### src/rtl/compressed_line_packer_if.sv
// compressed_line_packer_if: input beat stream and packed output line handshake bundle.
interface compressed_line_packer_if #(
  parameter int WORD_WIDTH   = 8,
  parameter int R_DIST_WIDTH = 2,
  parameter int PACK_SIZE    = 4,
  parameter int CNT_WIDTH    = 3
);
  logic                               in_valid;
  logic                               in_ready;
  logic [WORD_WIDTH-1:0]              in_word;
  logic [R_DIST_WIDTH-1:0]            in_idx;
  logic                               in_keep;
  logic                               in_last;
  logic                               out_valid;
  logic                               out_ready;
  logic [WORD_WIDTH*PACK_SIZE-1:0]    out_data;
  logic [R_DIST_WIDTH*PACK_SIZE-1:0]  out_idx;
  logic [CNT_WIDTH-1:0]               out_cnt;
  logic                               out_row_end;
  modport master (
    output in_valid, in_word, in_idx, in_keep, in_last, out_ready,
    input  in_ready, out_valid, out_data, out_idx, out_cnt, out_row_end
  );
  modport slave (
    input  in_valid, in_word, in_idx, in_keep, in_last, out_ready,
    output in_ready, out_valid, out_data, out_idx, out_cnt, out_row_end
  );
endinterface

### src/rtl/compressed_line_packer.sv
// compressed_line_packer: packs tagged nonzero words into dense lines, closing on full or row end.
module compressed_line_packer #(
  parameter int WORD_WIDTH   = 8,
  parameter int MAX_R_SIZE   = 4,
  parameter int R_DIST_WIDTH = 2,
  parameter int PACK_SIZE    = 4,
  parameter int CNT_WIDTH    = 3,
  parameter int STAT_WIDTH   = 16
) (
  input  logic                         clk,
  input  logic                         reset_n,
  compressed_line_packer_if.slave      bus,
  output logic [STAT_WIDTH-1:0]        lines_emitted
);
  if ((1 << R_DIST_WIDTH) < MAX_R_SIZE || PACK_SIZE < 2 || (1 << CNT_WIDTH) <= PACK_SIZE) begin : g_bad_params
    $error("compressed_line_packer: inconsistent parameters");
  end
  localparam logic [CNT_WIDTH-1:0] LAST_SLOT = CNT_WIDTH'(PACK_SIZE - 1);
  logic [PACK_SIZE-1:0][WORD_WIDTH-1:0]   acc_data, line_data;
  logic [PACK_SIZE-1:0][R_DIST_WIDTH-1:0] acc_idx, line_idx;
  logic [CNT_WIDTH-1:0]                   acc_cnt, n_cnt;
  logic                                   accept, close;
  assign bus.in_ready = !bus.out_valid || bus.out_ready;
  assign accept = bus.in_valid && bus.in_ready;
  assign close  = accept && (bus.in_last || (bus.in_keep && acc_cnt == LAST_SLOT));
  assign n_cnt  = acc_cnt + CNT_WIDTH'(bus.in_keep);
  // Candidate accumulator contents with the incoming word merged; slots past the fill are forced to zero.
  always_comb begin
    for (int k = 0; k < PACK_SIZE; k++) begin
      line_data[k] = (bus.in_keep && acc_cnt == CNT_WIDTH'(k)) ? bus.in_word
                   : (CNT_WIDTH'(k) < acc_cnt) ? acc_data[k] : '0;
      line_idx[k]  = (bus.in_keep && acc_cnt == CNT_WIDTH'(k)) ? bus.in_idx
                   : (CNT_WIDTH'(k) < acc_cnt) ? acc_idx[k] : '0;
    end
  end
  always_ff @(posedge clk or negedge reset_n) begin
    if (!reset_n) begin
      acc_data        <= '0;
      acc_idx         <= '0;
      acc_cnt         <= '0;
      bus.out_valid   <= 1'b0;
      bus.out_data    <= '0;
      bus.out_idx     <= '0;
      bus.out_cnt     <= '0;
      bus.out_row_end <= 1'b0;
      lines_emitted   <= '0;
    end else begin
      if (bus.out_valid && bus.out_ready) lines_emitted <= lines_emitted + 1'b1;
      if (close) begin
        bus.out_data    <= line_data;
        bus.out_idx     <= line_idx;
        bus.out_cnt     <= n_cnt;
        bus.out_row_end <= bus.in_last;
        bus.out_valid   <= 1'b1;
        acc_data        <= '0;
        acc_idx         <= '0;
        acc_cnt         <= '0;
      end else begin
        if (bus.out_ready) bus.out_valid <= 1'b0;
        if (accept && bus.in_keep) begin
          acc_data <= line_data;
          acc_idx  <= line_idx;
          acc_cnt  <= n_cnt;
        end
      end
    end
  end
endmodule

### src/flat_wrapper.sv
// flat-port wrapper written by rule: the top's interface ports become plain ports
module compressed_line_packer_flat 
#(
  parameter int WORD_WIDTH   = 8,
  parameter int MAX_R_SIZE   = 4,
  parameter int R_DIST_WIDTH = 2,
  parameter int PACK_SIZE    = 4,
  parameter int CNT_WIDTH    = 3,
  parameter int STAT_WIDTH   = 16
)
  (clk, reset_n, lines_emitted, bus_in_valid, bus_in_word, bus_in_idx, bus_in_keep, bus_in_last, bus_out_ready, bus_in_ready, bus_out_valid, bus_out_data, bus_out_idx, bus_out_cnt, bus_out_row_end);
  compressed_line_packer_if #(.WORD_WIDTH(WORD_WIDTH), .R_DIST_WIDTH(R_DIST_WIDTH), .PACK_SIZE(PACK_SIZE), .CNT_WIDTH(CNT_WIDTH)) bus_i ();
  input  logic clk;
  input  logic reset_n;
  output logic [STAT_WIDTH-1:0] lines_emitted;
  input wire logic [$bits(bus_i.in_valid)-1:0] bus_in_valid;
  input wire logic [$bits(bus_i.in_word)-1:0] bus_in_word;
  input wire logic [$bits(bus_i.in_idx)-1:0] bus_in_idx;
  input wire logic [$bits(bus_i.in_keep)-1:0] bus_in_keep;
  input wire logic [$bits(bus_i.in_last)-1:0] bus_in_last;
  input wire logic [$bits(bus_i.out_ready)-1:0] bus_out_ready;
  output wire logic [$bits(bus_i.in_ready)-1:0] bus_in_ready;
  output wire logic [$bits(bus_i.out_valid)-1:0] bus_out_valid;
  output wire logic [$bits(bus_i.out_data)-1:0] bus_out_data;
  output wire logic [$bits(bus_i.out_idx)-1:0] bus_out_idx;
  output wire logic [$bits(bus_i.out_cnt)-1:0] bus_out_cnt;
  output wire logic [$bits(bus_i.out_row_end)-1:0] bus_out_row_end;
  assign bus_i.in_valid = bus_in_valid;
  assign bus_i.in_word = bus_in_word;
  assign bus_i.in_idx = bus_in_idx;
  assign bus_i.in_keep = bus_in_keep;
  assign bus_i.in_last = bus_in_last;
  assign bus_i.out_ready = bus_out_ready;
  assign bus_in_ready = bus_i.in_ready;
  assign bus_out_valid = bus_i.out_valid;
  assign bus_out_data = bus_i.out_data;
  assign bus_out_idx = bus_i.out_idx;
  assign bus_out_cnt = bus_i.out_cnt;
  assign bus_out_row_end = bus_i.out_row_end;
  compressed_line_packer #(.WORD_WIDTH(WORD_WIDTH), .MAX_R_SIZE(MAX_R_SIZE), .R_DIST_WIDTH(R_DIST_WIDTH), .PACK_SIZE(PACK_SIZE), .CNT_WIDTH(CNT_WIDTH), .STAT_WIDTH(STAT_WIDTH)) u_core (.clk(clk), .reset_n(reset_n), .bus(bus_i), .lines_emitted(lines_emitted));
endmodule
### config.mk
export PLATFORM = sky130hd
export DESIGN_NAME = compressed_line_packer_flat
export DESIGN_NICKNAME = d
export VERILOG_FILES = /design/src/rtl/compressed_line_packer_if.sv /design/src/rtl/compressed_line_packer.sv /design/src/flat_wrapper.sv
export SDC_FILE = /design/constraint.sdc
export NUM_CORES = 1
export LEC_CHECK = 0
export ABC_AREA = 1
export CORE_MARGIN = 2
export CORE_UTILIZATION = 48
export DETAILED_ROUTE_END_ITERATION = 12
export GPL_ROUTABILITY_DRIVEN = 0
export MAX_ROUTING_LAYER = met4
export PLACE_DENSITY_LB_ADDON = 0.12
export SYNTH_ARGS = -nofsm -noshare
export SYNTH_HDL_FRONTEND = slang
export SYNTH_SLANG_ARGS = --single-unit
### constraint.sdc
create_clock -name clk -period 1.25 [get_ports clk]
set_input_delay 0.3125 -clock clk [delete_from_list [all_inputs] [get_ports clk]]
set_output_delay 0.3125 -clock clk [all_outputs]
set_load 0.01 [all_outputs]
==> Word level (Yosys, flattened, before mapping) <==
Index checks and enable logic that the tools add are counted.
W data, S select, Z words.
{ "classes": {"eq_ne": 3, "n_reduce_logical": 14, "add_sub_neg": 2, "magnitude_cmp": 4, "muxes": 24} }
{ "ops": {"columns": ["op", "n"], "rows": [
  ["$mux W8", 10],
  ["$mux W32", 2],
  ["$add A16 B1 Y16 const B", 1],
  ["$mux W2", 8],
  ["$logic_and A1 B1 Y1", 8],
  ["$eq A3 B2 Y1 const B", 2],
  ["$lt A1 B3 Y1 const A", 2],
  ["$lt A2 B3 Y1 const A", 2],
  ["$mux W3", 2],
  ["$reduce_bool A2 Y1", 2],
  ["$add A3 B1 Y3", 1],
  ["$eq A3 B1 Y1 const B", 1],
  ["$logic_not A3 Y1", 1],
  ["$logic_or A1 B1 Y1", 2],
  ["$mux W1", 2],
  ["$logic_not A1 Y1", 1]
]} }
{ "word_totals": {"elab_cells": 62, "in_bits": 16, "out_inout_bits": 62, "regBits": 104} }

==> Depth between registers and ports, before layout <==
Gate-level depths: netlist of the first run.
{ "depth": {"depth_word": 6, "ltp_mapped": 9, "depth_no_buf": 8} }

==> Worst setup path before layout of the first run <==
No wires, ideal clock.
{ "synth_timing": {"path_kind": "register -> register", "from": "reg u_core.bus.out_valid", "to": "reg u_core.acc_cnt[2]", "path_buffers": 1, "t_required_ns": 1.133, "setup_time_ns": 0.117, "stages_incl_launch_ff": 8, "path_slack_ns": -0.092, "arrival_time_ns": 1.225, "period_less_slack_ns": 1.342, "path_cell_list": "dfrtp_1 -> nand2_2 -> nand2_2 -> a21oi_4 -> inv_4 -> buf_6 -> nand2_1 -> nand2_1"} }
{ "synth_via": {"elab_chain_cells": 5, "elab_cells_between_ends": 7, "cone_classes": "mux (1); reduce/logical (6)"} }
{ "synth_rtl": {"columns": ["element", "line", "text"], "rows": [
  ["from (decl)", "compressed_line_packer_if.sv:26", "output in_ready, out_valid, out_data, out_idx, out_cnt, out_row_end"],
  ["from (signal assigned)", "compressed_line_packer.sv:41", "bus.out_valid <= 1'b0;"],
  ["from (signal assigned)", "compressed_line_packer.sv:54", "bus.out_valid <= 1'b1;"],
  ["from (signal assigned)", "compressed_line_packer.sv:59", "if (bus.out_ready) bus.out_valid <= 1'b0;"],
  ["$logic_not A1 Y1 (*)", "compressed_line_packer.sv:23", "assign bus.in_ready = !bus.out_valid || bus.out_ready;"],
  ["$logic_or A1 B1 Y1 (*)", "compressed_line_packer.sv:23", null],
  ["via bus_in_ready", "flat_wrapper.sv:22", "output wire logic [$bits(bus_i.in_ready)-1:0] bus_in_ready;"],
  ["$logic_and A1 B1 Y1 (*)", "compressed_line_packer.sv:24", "assign accept = bus.in_valid && bus.in_ready;"],
  ["$logic_and A1 B1 Y1, on equally long branches", "compressed_line_packer.sv:25, compressed_line_packer.sv:60", null],
  ["$mux W3 or $reduce_bool A2 Y1 (tied branches)", null, null],
  ["to (signal assigned)", "compressed_line_packer.sv:63", "acc_cnt <= n_cnt;"],
  ["to (decl)", "compressed_line_packer.sv:21", "logic [CNT_WIDTH-1:0] acc_cnt, n_cnt;"]
]} }
Mark *: on every way through the listed nets, which the timed path passes. The rest lies on a longest branch.
A chain may end at the register's enable or synchronous reset.

==> Final worst setup path of the first run <==
{ "layout_timing": {"from": "reg u_core.acc_cnt[2]", "to": "reg u_core.bus.out_row_end"} }
{ "layout_via": {"elab_chain_cells": 4} }
{ "layout_rtl": {"columns": ["element", "line", "text"], "rows": [
  ["$eq A3 B2 Y1", "compressed_line_packer.sv:25", "assign close = accept && (bus.in_last || (bus.in_keep && acc_cnt == LAST_SLOT));"],
  ["$logic_and A1 B1 Y1", "compressed_line_packer.sv:25", null],
  ["$logic_or A1 B1 Y1", "compressed_line_packer.sv:25", null],
  ["$logic_and A1 B1 Y1", "compressed_line_packer.sv:25", null],
  ["to (signal assigned)", "compressed_line_packer.sv:53", "bus.out_row_end <= bus.in_last;"],
  ["to (decl)", "compressed_line_packer_if.sv:26", null]
]} }
No other way between the ends.

==> results.py, run 1 <==
metrics = {
    "power_and_ir_drop": {
        "irDropWorstVdd_v": 0.000991,
        "total_power_uw": 10800,
        "power.leakage_uw": 0.00379,
        "power_density_nw_per_um2": 1570,
    },
    "place": {
        "hpwl_mm": 8.07,
        "dp.cells": 823,
        "portBuffers": 77,
    },
    "floorplan": {
        "die_x_um": 104,
        "core_um2": 9730,
        "io_pins": 78,
        "fp.dieH_um": 104,
        "rows": 36,
        "die-area_um2": 10800,
        "start_util": 0.492,
    },
    "clock_network": {
        "clk_pin_slew_ps": 100,
        "worst_skew_pair.late_latency_ps": 380,
        "cts_tree": "done",
        "cts-root-buf": "clkbuf_8",
        "cts_htree_levels": 3,
        "numCtsBuffers": 9,
        "cts_num_sinks": 104,
        "clk_path_buf_depth": 2,
    },
    "global_route": {
        "grt_pass1_vias": 4462,
        "grt_max_degree": 42,
        "grt_pass1_wl_mm": 22.5,
        "track_usage": 0.267,
        "grt_overflow": 0,
        "antenna_found_initial": 0,
    },
    "drt": {
        "drt_iter0_drc": 298,
        "routedWlPerCell_um": 16.0,
        "drc": 0,
        "viasPerCell": 5.23,
        "drtAntennaViolNets": 0,
        "wl_mm": 14.3,
        "drt-pass1-iter-count": 5,
        "vias": 4669,
    },
    "status": {
        "status": "finished, violations left",
        "failed_checks": "negative setup slack",
    },
    "sta": {
        "tightest_slew_ps": 315,
        "rsz0062_at_grt": "true",
        "drv_slew": 0,
        "relSlewSlack": 0.789,
        "fmax_mhz": 719,
        "setup_ws_ps": -141,
        "min_period_ps": 1390,
        "finalHoldViolations": 0,
        "setup_tns_ps": -7960,
        "finalCritPeriodShare": 1.11,
        "fin_hold_ws_ps": 321,
        "setup-violations-final": 99,
        "clock_skew_ps": 12.2,
    },
    "yosys": {
        "syn_nets": 613,
        "ys_warn_count": 0,
        "syn_area_um2": 4790,
        "synthesis.instances": 594,
        "ys_types": 22,
        "synth-seq-cells": 104,
        "ys_seq_area_frac": 0.544,
        "avgSynthCellArea_um2": 8.06,
    },
    "worst_hold_path": {
        "hold_path.class": "in -> async",
    },
    "setup_path": {
        "critPathCaptureType": "flip-flop",
        "worst-path-buf-inv": 1,
        "cp_max_fo": 12,
        "required_ps": 1490,
        "crit_type": "reg -> reg",
        "path_cells": "nor2_4 > nand2_2 > nand2_4 > nand2_8 > buf_12 > nand2_1 > o21ai_0",
        "setup.worst_path.start_class": "flip-flop",
        "slowest_stage": "dfrtp_2",
        "rrSetupSlack_ps": -140,
        "crit_arrival_ps": 1630,
        "crit_family": "simple AND/OR/NAND/NOR gates",
        "max_stage_delay_ps": 470,
    },
    "finish": {
        "layoutNonFillerInstCount": 893,
        "area_delta_synth_final_pct": 43.2,
        "layout_commonest_cell": "nand2_1",
        "drive_gt1_frac": 0.353,
        "nNetsFinal": 774,
        "mostFrequentLayoutCells": "nand2_1, dfrtp_1, buf_4, buf_2, nand3_1",
        "antenna_cells": 0,
    },
    "job": {
        "max_cap_violations": 0,
    },
}
## what timing repair did
| item | CTS | global route |
|---|---|---|
| endpoints found under the setup margin | 156 | 127 |
| pin swaps | 19 | 37 |
| hold buffers | 1 | 0 |
| setup buffers | 38 | 10 |
| hold endpoints to repair | 29 | 0 |
| gates cloned | 6 | 4 |
| gates resized for setup | 341 | 79 |
## kinds of logic (layout without fill, tap and decap cells)
family,Yosys count,after routing,share of synthesized area
buffers and inverters,59,225,0.0646
adders and majority gates,3,3,0.00784
xor gates and xnor gates,12,12,0.0220
DFF,104,104,0.544
and+or+nand+nor,371,371,0.311
AOI/OAI and AO/OA,45,45,0.0507
## layer usage
metal	GRT usage	up-vias	part of all wire
li1	-	2189	-
met1	0.369	2278	0.44
met2	0.400	175	0.49
met3	0.0533	27	0.054
met4	0.0869	0	0.021
met5	-	-	0
## power breakdown
part	switching, µW	total, µW	internal (µW)
Clock	1200	2130	930
Combinational	2310	4180	1870
Sequential	420	4450	4030
Total	3930	10800	6830
## metrics by stage
stage	cell area (µm²)	utilization	setup WS, ps
after global routing	6850	0.704	-224
final	6850	0.704	-141
after floorplan	4800	-	-81.0
after detailed placement	5960	0.612	-614
after global placement	5960	0.612	-583
after CTS	6560	0.674	-98.2
## synthesized netlist by cell type, drive strengths merged
library cell,instances,area (µm²)
nand2,302,1140
buf,22,168
inv,33,126
o21bai,1,11.3
a21oi,1,16.3
clkbuf,4,15.0
dfrtp,104,2600
nor3,1,10.0
ha,3,37.5
nand3b,2,15.0
xor2,5,43.8
o21ai,43,215
nand4,4,25.0
nand3,49,245
nor2,13,53.8
xnor2,7,61.3
## layout make-up
type	instances	area, µm²
Fill cell	785	2880
Sequential cell	104	2610
Multi-Input combinational cell	431	2230
Timing Repair Buffer	176	1520
Tap cell	133	166
Inverter	33	144
Clock buffer	11	131
Clock inverter	5	56.3
## worst paths after layout
| path | start | end | cells after the start |
|---|---|---|---|
| min in group clk | u_core.acc_data[9] | u_core.acc_data[9] | 2 |
| min reg2reg | u_core.acc_data[9] | u_core.acc_data[9] | 2 |
| max in group asynchronous | reset_n | u_core.lines_emitted[1] | 3 |
| max | u_core.acc_cnt[2] | u_core.bus.out_row_end | 7 |
| min | reset_n | u_core.lines_emitted[13] | 2 |
| max reg2reg | u_core.acc_cnt[2] | u_core.bus.out_row_end | 7 |
## registers in the layout (all words and copies together), names as in the netlist
name and cells:
u_core.bus.out_cnt 3, u_core.acc_idx 8, u_core.lines_emitted 16, u_core.bus.out_valid 1
u_core.bus.out_data 32, u_core.bus.out_row_end 1, u_core.acc_data 32, u_core.acc_cnt 3
u_core.bus.out_idx 8
Power figures use the tool's default switching activity.
==> inputs of run 2 (changes only) <==
--- a/config.mk
+++ b/config.mk
@@ -6,12 +6,14 @@
 export NUM_CORES = 1
 export LEC_CHECK = 0
 export ABC_AREA = 1
+export CAP_MARGIN = 10
 export CORE_MARGIN = 2
 export CORE_UTILIZATION = 48
 export DETAILED_ROUTE_END_ITERATION = 12
 export GPL_ROUTABILITY_DRIVEN = 0
 export MAX_ROUTING_LAYER = met4
 export PLACE_DENSITY_LB_ADDON = 0.12
+export SKIP_LAST_GASP = 1
 export SYNTH_ARGS = -nofsm -noshare
 export SYNTH_HDL_FRONTEND = slang
 export SYNTH_SLANG_ARGS = --single-unit
==> run 2 against run 1 <==
Effect of this change: the flow still finishes with violations (negative setup slack); non-clock buffer count decreased by 1; clock skew about the same; final area decreased by 0.84%; combinational power decreased by 1%; cell count decreased by 0.11%; sequential share of layout area increased by 0.32 points; largest cell class unchanged.
==> results.py, run 2 (same netlist as run 1, synthesis figures left out) <==
metrics = {
    "clock_network": {
        "clk_pin_slew_ps": 100,
        "cts_tree": "done",
        "clk_path_buf_depth": 2,
        "numCtsBuffers": 9,
        "cts_htree_levels": 3,
        "cts-root-buf": "clkbuf_8",
        "cts_num_sinks": 104,
        "worst_skew_pair.late_latency_ps": 380,
    },
    "power_and_ir_drop": {
        "power.leakage_uw": 0.00379,
        "irDropWorstVdd_v": 0.000990,
        "power_density_nw_per_um2": 1580,
    },
    "sta": {
        "setup_ws_ps": -138,
        "clock_skew_ps": 12.2,
        "drv_slew": 0,
        "rsz0062_at_grt": "true",
        "tightest_slew_ps": 332,
        "relSlewSlack": 0.778,
        "finalCritPeriodShare": 1.11,
        "min_period_ps": 1390,
        "fmax_mhz": 720,
        "setup-violations-final": 101,
        "finalHoldViolations": 0,
    },
    "global_route": {
        "grt_pass1_vias": 4480,
        "track_usage": 0.264,
        "grt_pass1_wl_mm": 22.3,
        "antenna_found_initial": 0,
        "grt_max_degree": 42,
        "grt_overflow": 0,
    },
    "status": {
        "status": "finished, violations left",
        "failed_checks": "negative setup slack",
    },
    "drt": {
        "viasPerCell": 5.21,
        "vias": 4649,
        "wl_mm": 14.1,
        "drt-pass1-iter-count": 5,
        "routedWlPerCell_um": 15.8,
        "drtAntennaViolNets": 0,
        "drc": 0,
        "drt_iter0_drc": 285,
    },
    "worst_hold_path": {
        "hold_path.class": "in -> async",
    },
    "floorplan": {
        "start_util": 0.492,
        "rows": 36,
        "core_um2": 9730,
        "io_pins": 78,
        "die_x_um": 104,
        "fp.dieH_um": 104,
        "die-area_um2": 10800,
    },
    "finish": {
        "layout_commonest_cell": "nand2_1",
        "area_delta_synth_final_pct": 41.9,
        "nNetsFinal": 773,
        "drive_gt1_frac": 0.344,
        "mostFrequentLayoutCells": "nand2_1, dfrtp_1, buf_4, buf_2, nand3_1",
        "antenna_cells": 0,
        "largestRegisters": "u_core.acc_data x32, u_core.bus.out_data x32, u_core.lines_emitted x16",
        "layoutNonFillerInstCount": 892,
    },
    "place": {
        "pre_cts_slack_ps": -614,
        "portBuffers": 77,
        "dp.cells": 823,
        "hpwl_mm": 8.07,
    },
    "setup_path": {
        "critPathCaptureType": "flip-flop",
        "required_ps": 1570,
        "setup.worst_path.start_class": "flip-flop",
        "crit_arrival_ps": 1710,
        "crit_type": "reg -> reg",
        "cp_max_fo": 3,
    },
    "job": {
        "max_cap_violations": 0,
    },
}
-- run 2: cell count changes in the layout (fill, tap and decap cells not counted), moves of 2 or more --
cell | before | now
nand2_1 | 270 | 268
nand3_1 | 29 | 39
nand3_2 | 19 | 9
o21ai_2 | 21 | 23
-- run 2: power by group --
group	internal (µW)	total, µW	switching, µW
Clock	930	2130	1200
Sequential	4030	4460	427
Combinational	1840	4140	2290
-- run 2: routing by layer --
| metal | part of all wire | GRT usage | wire, µm |
|---|---|---|---|
| met1 | 0.43 | 0.363 | 6070 |
| met2 | 0.49 | 0.400 | 6850 |
| met3 | 0.065 | 0.0545 | 910 |
| met4 | 0.018 | 0.0811 | 257 |
| met5 | 0 | - | 0 |
-- run 2: stage by stage --
step | power (µW) | area, µm² | setup TNS, ps | hold WS [ps] | util
5_1_grt | 11300 | 6800 | -15220 | 352 | 0.698
3_5_place_dp | 7720 | 5960 | -54860 | 159 | 0.612
2_1_floorplan | 6050 | 4800 | -3180 | 16.9 | -
3_3_place_gp | 7660 | 5960 | -53490 | 158 | 0.612
4_1_cts | 10200 | 6530 | -6340 | 301 | 0.672
6_report | 10700 | 6800 | -8450 | 325 | 0.698
-- run 2: path summary, 6_finish.rpt --
path	start	slack [ps]	endpoint	cells past startpoint
setup / recovery	u_core.acc_cnt[1]	-140	u_core.acc_idx[1]	9
hold / removal	reset_n	320	u_core.lines_emitted[13]	2
setup reg to reg	u_core.acc_cnt[1]	-140	u_core.acc_idx[1]	9
hold reg to reg	u_core.acc_data[2]	480	u_core.acc_data[2]	2
max in group asynchronous	reset_n	370	u_core.lines_emitted[1]	3
min in group clk	u_core.acc_data[2]	480	u_core.acc_data[2]	2
-- run 2: what timing repair did --
action                                 4_1_cts  5_1_grt
cloned                                       6        3
setup endpoints to repair                  156      127
pin swaps                                    9       38
hold buffers                                 1        0
setup buffers                               38       10
endpoints found under the hold margin       29        0
gates resized for setup                    335       81
-- run 2: layout make-up --
| type | instances | area [µm²] |
|---|---|---|
| multi-input cells | 431 | 2200 |
| clock buffers | 11 | 131 |
| repair buffers | 175 | 1490 |
| well taps | 133 | 166 |
| flip-flops and latches | 104 | 2610 |
| clock inverters | 5 | 56.3 |
| fillers | 796 | 2930 |
| inverters | 33 | 148 |
-- run 2: critical path, cell delays in order (launching register included) --
cell	delay, ps
dfrtp_1	420
buf_6	140
nor2_4	160
nand2_4	90
nor2_4	100
buf_4	120
nand2_1	70
nand2_2	100
nand3_1	80
nand2_1	60
==> inputs of run 3 (changes only) <==
--- a/config.mk
+++ b/config.mk
@@ -6,6 +6,7 @@
 export NUM_CORES = 1
 export LEC_CHECK = 0
 export ABC_AREA = 1
+export ABC_CLOCK_PERIOD_IN_PS = 1250
 export CAP_MARGIN = 10
 export CORE_MARGIN = 2
 export CORE_UTILIZATION = 48
==> results of run 3 <==
Final layout, timing and power as in run 2 (identical DEF).
